[src/rtl/ahb_master_ctrl.sv]
// AHB-Lite single-transfer initiator: a valid/ready command stream feeds a two-stage
// address/data pipeline, and each completed transfer returns one registered response.
module ahb_master_ctrl #(
    parameter int ADDR_W = 8,
    parameter int DATA_W = 8
) (
    input  logic              hclk,
    input  logic              hreset_n,
    input  logic              cmd_valid,
    output logic              cmd_ready,
    input  logic              cmd_write,
    input  logic [ADDR_W-1:0] cmd_addr,
    input  logic [DATA_W-1:0] cmd_wdata,
    output logic [1:0]        htrans,
    output logic [ADDR_W-1:0] haddr,
    output logic              hwrite,
    output logic [2:0]        hsize,
    output logic [2:0]        hburst,
    output logic [DATA_W-1:0] hwdata,
    input  logic              hready,
    input  logic              hresp,
    input  logic [DATA_W-1:0] hrdata,
    output logic              rsp_valid,
    output logic [DATA_W-1:0] rsp_rdata,
    output logic              rsp_err
);
    localparam logic [1:0] HTRANS_IDLE   = 2'b00;
    localparam logic [1:0] HTRANS_NONSEQ = 2'b10;

    logic              a_valid_reg;
    logic              a_write_reg;
    logic [ADDR_W-1:0] a_addr_reg;
    logic [DATA_W-1:0] a_wdata_reg;
    logic              d_valid_reg;
    logic              d_write_reg;
    logic [DATA_W-1:0] d_wdata_reg;
    logic              err_hold_reg;
    logic [ADDR_W-1:0] haddr_last_reg;
    logic              hwrite_last_reg;
    logic [DATA_W-1:0] hwdata_last_reg;
    logic              rsp_valid_reg;
    logic [DATA_W-1:0] rsp_rdata_reg;
    logic              rsp_err_reg;

    logic issue;
    logic accept;
    logic a_adv;
    logic d_done;

    // While an ERROR is being signalled the pending address phase is parked as IDLE.
    assign issue     = a_valid_reg && !err_hold_reg;
    assign cmd_ready = !a_valid_reg || (hready && !err_hold_reg);
    assign accept    = cmd_valid && cmd_ready;
    assign a_adv     = hready && issue;
    assign d_done    = hready && d_valid_reg;

    assign htrans = issue ? HTRANS_NONSEQ : HTRANS_IDLE;
    assign haddr  = issue ? a_addr_reg : haddr_last_reg;
    assign hwrite = issue ? a_write_reg : hwrite_last_reg;
    assign hwdata = (d_valid_reg && d_write_reg) ? d_wdata_reg : hwdata_last_reg;
    assign hsize  = 3'b000;
    assign hburst = 3'b000;

    assign rsp_valid = rsp_valid_reg;
    assign rsp_rdata = rsp_rdata_reg;
    assign rsp_err   = rsp_err_reg;

    always_ff @(posedge hclk or negedge hreset_n) begin
        if (!hreset_n) begin
            a_valid_reg     <= 1'b0;
            a_write_reg     <= 1'b0;
            a_addr_reg      <= '0;
            a_wdata_reg     <= '0;
            d_valid_reg     <= 1'b0;
            d_write_reg     <= 1'b0;
            d_wdata_reg     <= '0;
            err_hold_reg    <= 1'b0;
            haddr_last_reg  <= '0;
            hwrite_last_reg <= 1'b0;
            hwdata_last_reg <= '0;
            rsp_valid_reg   <= 1'b0;
            rsp_rdata_reg   <= '0;
            rsp_err_reg     <= 1'b0;
        end else begin
            haddr_last_reg  <= haddr;
            hwrite_last_reg <= hwrite;
            hwdata_last_reg <= hwdata;

            if (accept) begin
                a_valid_reg <= 1'b1;
                a_write_reg <= cmd_write;
                a_addr_reg  <= cmd_addr;
                a_wdata_reg <= cmd_wdata;
            end else if (a_adv) begin
                a_valid_reg <= 1'b0;
            end

            // a_adv implies hready, so the previous data phase retires on the same edge.
            if (a_adv) begin
                d_valid_reg <= 1'b1;
                d_write_reg <= a_write_reg;
                d_wdata_reg <= a_wdata_reg;
            end else if (d_done) begin
                d_valid_reg <= 1'b0;
            end

            if (hready) begin
                err_hold_reg <= 1'b0;
            end else if (d_valid_reg && hresp) begin
                err_hold_reg <= 1'b1;
            end

            rsp_valid_reg <= d_done;
            rsp_err_reg   <= d_done && hresp;
            rsp_rdata_reg <= (d_done && !d_write_reg) ? hrdata : '0;
        end
    end
endmodule

[config.mk]
export PLATFORM = sky130hd
export DESIGN_NAME = ahb_master_ctrl
export DESIGN_NICKNAME = d
export VERILOG_FILES = /design/src/rtl/ahb_master_ctrl.sv
export SDC_FILE = /design/constraint.sdc
export NUM_CORES = 1
export LEC_CHECK = 0
export ABC_AREA = 1
export BUFFER_PORTS_ARGS = -buffer_cell sky130_fd_sc_hd__buf_4
export CORE_UTILIZATION = 54
export CTS_CLUSTER_DIAMETER = 60
export DETAILED_ROUTE_END_ITERATION = 12
export PLACE_DENSITY = 0.92
export SLEW_MARGIN = 0
export SYNTH_ARGS = -nofsm -noshare
export SYNTH_HDL_FRONTEND = slang
export SYNTH_SLANG_ARGS = --single-unit
[constraint.sdc]
create_clock -name hclk -period 2.28 [get_ports hclk]
set_clock_uncertainty 0.2 [all_clocks]
set_input_delay 0.342 -clock hclk [delete_from_list [all_inputs] [get_ports hclk]]
set_output_delay 0.342 -clock hclk [all_outputs]
set_load 0.02 [all_outputs]
# Word-level counts from Yosys, hierarchy flattened
# Cells that the tools add are included.
# word_totals
reg_bits	56
output_inout_bits	36
# op_classes
n_mux	11
n_reduce_logical	16
# op_table
cell	n
8-bit two-way mux	3
1-bit logical AND	9
1-bit two-way mux	7
2-bit nonzero test	3
1-bit zero test	3
2-bit two-way mux	1
1-bit logical OR	1

# Logic depth before layout (Yosys ltp)
# Gate-level depths: netlist of run 1.
# depth
word_depth	5
ltp_mapped	7

# Worst setup path after synthesis of run 1
# OpenSTA, ideal clock, no wires.
# synth_path
kind	flip-flop to output port
start	reg err_hold_reg
end	out hwrite
arrival_ns	1.232
t_required_ns	1.738
setup_slack_ns	0.506
path_stages_with_launch	4
path_buffers	0
path_cell_list	dfrtp_1 > nor2_4 > inv_2 > o21ai_0
# synth_via
elab_chain_cells	3
# synth_lines
item	line_no	rtl
from (decl)	37	logic err_hold_reg;
from (signal assigned)	77	err_hold_reg <= 1'b0;
from (signal assigned)	108	err_hold_reg <= 1'b0;
from (signal assigned)	110	err_hold_reg <= 1'b1;
1-bit zero test	51	assign issue = a_valid_reg && !err_hold_reg;
1-bit logical AND	51	
1-bit two-way mux	59	assign hwrite = issue ? a_write_reg : hwrite_last_reg;
to (decl)	16	output logic hwrite,
# Every way passes these cells.

# Worst setup path in the final report of run 1
# Ends and elaborated chain as after synthesis.

==> impl_results.md, run 1 <==
* Gate power share at 30.1%
* Routed len/inst at roughly 12 um
* Reg2reg end: a_wdata_reg[2]
* PnR worst setup slack at between 0.15 and 0.2 ns
* TritonCTS clock tree: done
* Layout area overhead at 23.9%
* Mapped Area at 2210 um^2
* Max-Cap Viols at 0
* Die Y at ~66 um
* Final Critical Period at 2.08 ns
* Hold crit path type: primary input to flip-flop
* Slew Viols, Final at 0
* Nets at approximately 330
* DR vias/cell at 4.96
* Hold path depth at 3
* Gate Count Post-Synth at 239
* Die area at 4360 um^2
* Share of layout cells above drive strength 1 at 24.7%
* Final setup fails at 0
* Switching pwr at 0.000966 W
* Hold EP: rsp_rdata[2]
* Vias post-DR at 1707
* Crit share post-route at 91.3%
* Pwr/cell area at 1040 nW/um^2
* Status: completed
* First-pass GRT wire length at 7000 um
* Reg2reg setup slack at between 0.6 and 0.7 ns
* Synth Warn # at 0
* Dpl ws at about 0.55 ns
* Starting Density at 58.3%
* Reg2reg start: err_hold_reg
* Worst EP arrival at 1.54 ns
* Crit start category: flip-flop
* DRC at 0
* Routed Antenna Nets at 0
* DP Wirelength at just under 3000 um
* Sw frac at 33.8%
* Worst VDD drop at around 0.55 mV
* Hold Violations, Final at 0
* Worst-margin pin slew at 0.667 ns
* CP Max Fanout at 11
* Fin Setup TNS at 0 ns
* CTS Buf Count at 5
* Critical path type: flip-flop to output pin
* Core Area at 3800 um^2
* Clock Path Buffers at 2
* Ports at 66
* Overall routing resource usage at 21.9%
* Yosys reg bits at 56
* Worst-Skew Late Latency at ~0.30 ns
* H-tree Lvls at 2
* Register share of total power at 47.4%
* Max_slew headroom at between 50 and 60%
* DR iter-0 viols at 90
* Count of cells resized by post-cts repair at 0
* Clk root buf: clkbuf_8
* Router iterations before antenna repair at 4
* Clock power share at between 20% and 30%
* Fill count at 283
* Final wirelength at around 4200 um
* Largest net degree at the start of global routing at 57
* Sink Count at 56
* # rows at 22
* Hold Path Origin: hrdata[2]
* RSZ-0062 raised after global routing: no
* Initial antenna violation count at 0
* Static Leak at approximately 1.6 nW
* GRT overflow at 0
* Internal power at 0.00189 W
* Chip Width at 66.0 um
* IO Port Bufs at 58
* Max Fclk at a little under 500 MHz
* Vias in the first global route at between 1500 and 2000
* Syn_area_per_cell at 9.26 um^2
* Worst Path Required at 1.74 ns
* # diodes at 0
* Endpoint class of the critical path: output pin
* Synth cell types at 17
* Number of cells on the worst reg-to-reg path at 6
* Sequential share of the synthesized area at 63.3%
* Gpl congestion at roughly 0.8
* Clock transition at the registers of the reported paths at ~0.090 ns
## layer usage
metal / global-route usage (%) / up-vias / routed length (um)
li1: - / 838 / -
met1: 25.4 / 813 / 1660
met2: 38.5 / 46 / 2300
met3: 5.17 / 10 / 177
met4: 9.04 / 0 / 88
met5: 0 / - / 0
## synth_stat cells
| master | number | area [um^2] |
|---|---|---|
| or2_1 | 1 | 6.26 |
| conb_1 | 1 | 3.75 |
| nand3_1 | 33 | 165 |
| o21ai_2 | 1 | 8.76 |
| inv_2 | 2 | 7.51 |
| nor2_4 | 1 | 11.3 |
| nor2_1 | 9 | 33.8 |
| nand2_1 | 99 | 372 |
| buf_6 | 3 | 33.8 |
| nand2_2 | 1 | 6.26 |
| buf_4 | 9 | 67.6 |
| a21oi_1 | 1 | 5.00 |
| buf_2 | 5 | 25.0 |
| dfrtp_1 | 56 | 1400 |
| inv_1 | 13 | 48.8 |
| clkbuf_1 | 2 | 7.51 |
| o21ai_0 | 2 | 10.0 |
## power groups by stage
stage | logic [W] | clock network (W) | registers (W)
finish | 0.000861 | 0.000644 | 0.00135
global placement | 0.000830 | 0 | 0.00136
detailed placement | 0.000863 | 0 | 0.00137
global route | 0.000949 | 0.000695 | 0.00138
floorplan | 0.000539 | 0 | 0.00134
CTS | 0.000870 | 0.000648 | 0.00135
## logic make-up (layout without fill, tap and decap cells)
| group | after synthesis | count (layout) | share of synthesized area [%] |
|---|---|---|---|
| and+or+nand+nor | 144 | 144 | 26.9 |
| DFF | 56 | 56 | 63.3 |
| buffers and inverters | 34 | 85 | 8.59 |
| AOI/OAI and AO/OA | 4 | 4 | 1.07 |
| other | 1 | 7 | 0.169 |
## worst max-delay path by stage
stage / slack (ns) / end / startpoint / depth (start not counted)
2_1_floorplan: 0.51 / hwrite / err_hold_reg / 3
5_1_grt: 0.07 / hwrite / err_hold_reg / 4
4_1_cts: 0.21 / hwrite / err_hold_reg / 4
3_3_place_gp: 0.60 / a_addr_reg[7] / hready / 6
6_report: 0.20 / hwrite / err_hold_reg / 4
3_5_place_dp: 0.55 / hwrite / err_hold_reg / 4
## cell usage in the layout (no fill, tap or decap), drive strengths merged
cell type	instances
dfrtp	56
conb	7
inv	16
nand3	33
clkbuf	6
o21ai	3
nor2	10
buf	61
or2	1
dlygate4sd3	1
a21oi	1
nand2	100
bufinv	1
## layout make-up
cell class	instances	area [um^2]	area share (%)
well taps	48	60.1	2.19
inverters	15	56.3	2.05
repair buffers	62	468	17.1
clock inverters	2	38.8	1.41
multi-input cells	155	644	23.5
flip-flops and latches	56	1400	51.1
clock buffers	6	72.6	2.65
## worst max-delay path, stage by stage (launching register included)
cell	delay [ns]
dfrtp_1	0.43
nor2_4	0.25
inv_2	0.14
o21ai_0	0.23
buf_4	0.19
## per-stage QoR
stage | hold WS, ns | total power [W] | area [um^2] | instances | util [%]
3_3_place_gp | 0.214 | 0.00219 | 2620 | 335 | 69.0
6_report | 0.0391 | 0.00286 | 2740 | 344 | 72.2
2_1_floorplan | -0.154 | 0.00188 | 2240 | 245 | -
4_1_cts | 0.0326 | 0.00287 | 2740 | 344 | 72.2
5_1_grt | 0.0425 | 0.00302 | 2740 | 344 | 72.2
3_5_place_dp | 0.220 | 0.00223 | 2620 | 335 | 69.0
## repair_timing
action                                 in CTS  in global routing
endpoints found under the hold margin      56                  0
buffers inserted                            0                  0
hold buffers                                1                  0
Note: power is estimated with default switching activity, not from simulation.
==> run 2: changes to the inputs <==
Settings changed: HOLD_SLACK_MARGIN from default to 0.06, PLACE_DENSITY 0.92 to 0.83.
==> run 2 against run 1 <==
  * Routed wire length is essentially flat
  * Critical path depth is the same
  * Via count shrank 1.4%
  * First-iteration DRC count grew 31%
  * Setup slack gained 0.014 ns
  * Clock-buffer cell count is the same
  * Critical path type unchanged
  * Critical endpoint unchanged
==> impl_results.md, run 2 (synthesized netlist as in run 1, its figures left out) <==
* TritonCTS clock tree: done (unchanged)
* Die Y at 66.0 um (unchanged)
* Met2 wire length at 2100 um (was 2300 um)
* H-tree Lvls at 2 (unchanged)
* Worst-Skew Late Latency at 0.31 ns (was 0.30 ns)
* Overall routing resource usage at 22.0% (was 21.9%)
* IO Port Bufs at 58 (unchanged)
* Worst Path Required at 1.74 ns (about the same)
* Setup Fix Bufs, Post-CTS at 0 (unchanged)
* Commonest cells after routing, fill and taps aside: nand2_1 (99), buf_4 (61), dfrtp_1 (56), nand3_1 (33) (was nand2_1 (99), buf_4 (61), dfrtp_1 (56), nand3_1 (33), inv_1 (13))
* Clock transition at the registers of the reported paths at 0.09 ns (about the same)
* Final Critical Period at 2.07 ns (was 2.08 ns)
* GRT overflow at 0 (unchanged)
* Number of cells on the worst reg-to-reg path at 5 (was 6)
* Die area at 4360 um^2 (unchanged)
* First-pass GRT wire length at 7080 um (was 7000 um)
* Fin Setup TNS at 0 ns (unchanged)
* Sink Count at 56 (unchanged)
* CTS Buf Count at 5 (unchanged)
* DR top layer: met4 (unchanged)
* Routed len/inst at 11.9 um (was 12.3 um)
* Final Util at 74.8% (was 72.2%)
* Hold crit path type: primary input to flip-flop (unchanged)
* Clock Path Buffers at 2 (unchanged)
* Pwr/cell area at 971 nW/um^2 (was 1040 nW/um^2)
* Reg2reg setup slack at 0.67 ns (was 0.63 ns)
* Max Fclk at 483 MHz (was 480 MHz)
* Critical path type: flip-flop to output pin (unchanged)
* Reg2reg start: err_hold_reg (unchanged)
* Reg2reg end: d_wdata_reg[3] (was a_wdata_reg[2])
* Core Area at 3800 um^2 (unchanged)
* Static Leak at 1.62 nW (was 1.58 nW)
* Crit start category: flip-flop (unchanged)
* CP Max Fanout at 10 (was 11)
* Hold Violations, Final at 0 (unchanged)
* DR vias/cell at 4.73 (was 4.96)
* Hold path depth at 3 (unchanged)
* Final wirelength at 4220 um (about the same)
* Starting Density at 58.3% (unchanged)
* Hold Path Origin: cmd_wdata[3] (was hrdata[2])
* Design Area, Final at 2840 um^2 (was 2740 um^2)
* Chip Width at 66.0 um (unchanged)
* Worst-margin pin slew at 0.677 ns (was 0.667 ns)
* RSZ-0062 raised after global routing: no (unchanged)
* Hold buffers post-CTS at 13 (was 1)
* Initial antenna violation count at 0 (unchanged)
* Status: completed (unchanged)
* Vias in the first global route at 1545 (was 1622)
* Gpl congestion at 0.801 (was 0.814)
* Worst VDD drop at 0.598 mV (was 0.550 mV)
* DRC at 0 (unchanged)
* Layout area overhead at 28.4% (was 23.9%)
* Dpl cell area at 2620 um^2 (unchanged)
* Max-Cap Viols at 0 (unchanged)
* Router iterations before antenna repair at 4 (unchanged)
* Hold EP: a_wdata_reg[3] (was rsp_rdata[2])
* DR iter-0 viols at 118 (was 90)
* Commonest non-fill, non-tap cell in the layout: nand2_1 (unchanged)
* WL met3 at 203 um (was 177 um)
* Met1 wire length at 1880 um (was 1660 um)
* Worst EP arrival at 1.53 ns (was 1.54 ns)
* Endpoint class of the critical path: output pin (unchanged)
* DP Wirelength at 2850 um (was 2970 um)
* # rows at 22 (unchanged)
* Total power at 0.00276 W (was 0.00286 W)
* Ports at 66 (unchanged)
* Clk root buf: clkbuf_8 (unchanged)
* Nets at 337 (was 325)
* Vias post-DR at 1683 (was 1707)
* Largest net degree at the start of global routing at 57 (unchanged)
* Final setup fails at 0 (unchanged)
* Share of layout cells above drive strength 1 at 24.0% (was 24.7%)
* Max_slew headroom at 54.9% (was 55.5%)
* # diodes at 0 (unchanged)
* Crit share post-route at 90.8% (was 91.3%)
* Count of cells resized by post-cts repair at 0 (unchanged)
* Slew Viols, Final at 0 (unchanged)
* Routed Antenna Nets at 0 (unchanged)
-- run 2: worst max path at each step --
stage | from | end | depth (start not counted)
6_report | err_hold_reg | hwrite | 4
5_1_grt | d_write_reg | hwdata[1] | 4
4_1_cts | err_hold_reg | hwrite | 4
3_5_place_dp | err_hold_reg | hwrite | 4
3_3_place_gp | err_hold_reg | hwrite | 4
2_1_floorplan | err_hold_reg | hwrite | 3
-- run 2: cell type report --
cell class              instances  area [um^2]
flip-flops and latches         56         1400
fillers                       290          956
multi-input cells             155          644
repair buffers                 74          588
clock buffers                   6         82.6
well taps                      48         60.1
inverters                      15         56.3
clock inverters                 2         10.0
-- run 2: critical path, cell delays in order (launching register included) --
cell and delay, ns:
dfrtp_1 0.43, nor2_4 0.23, inv_2 0.14, o21ai_0 0.24, buf_4 0.19
-- run 2: power by group --
| group | total, W | leakage (nW) | internal, W | switching (W) |
|---|---|---|---|---|
| Combinational | 0.000866 | 0.857 | 0.000342 | 0.000524 |
| Sequential | 0.00135 | 0.714 | 0.00123 | 0.000117 |
| Clock | 0.000546 | 0.0510 | 0.000243 | 0.000303 |
-- run 2: through the flow --
| step | hold WS [ns] | setup slack, ns | instances |
|---|---|---|---|
| 6_report | 0.0624 | 0.211 | 356 |
| 5_1_grt | 0.0618 | 0.108 | 356 |
| 4_1_cts | 0.0616 | 0.223 | 356 |
| 3_5_place_dp | 0.223 | 0.561 | 335 |
| 3_3_place_gp | 0.220 | 0.646 | 335 |
| 2_1_floorplan | -0.154 | 0.506 | 245 |
-- run 2: routing by layer --
metal,track usage [%],vias to the layer above
met3,6.38,5
met2,34.8,44
li1,-,858
met4,5.05,0
met5,0,-
met1,30.1,776
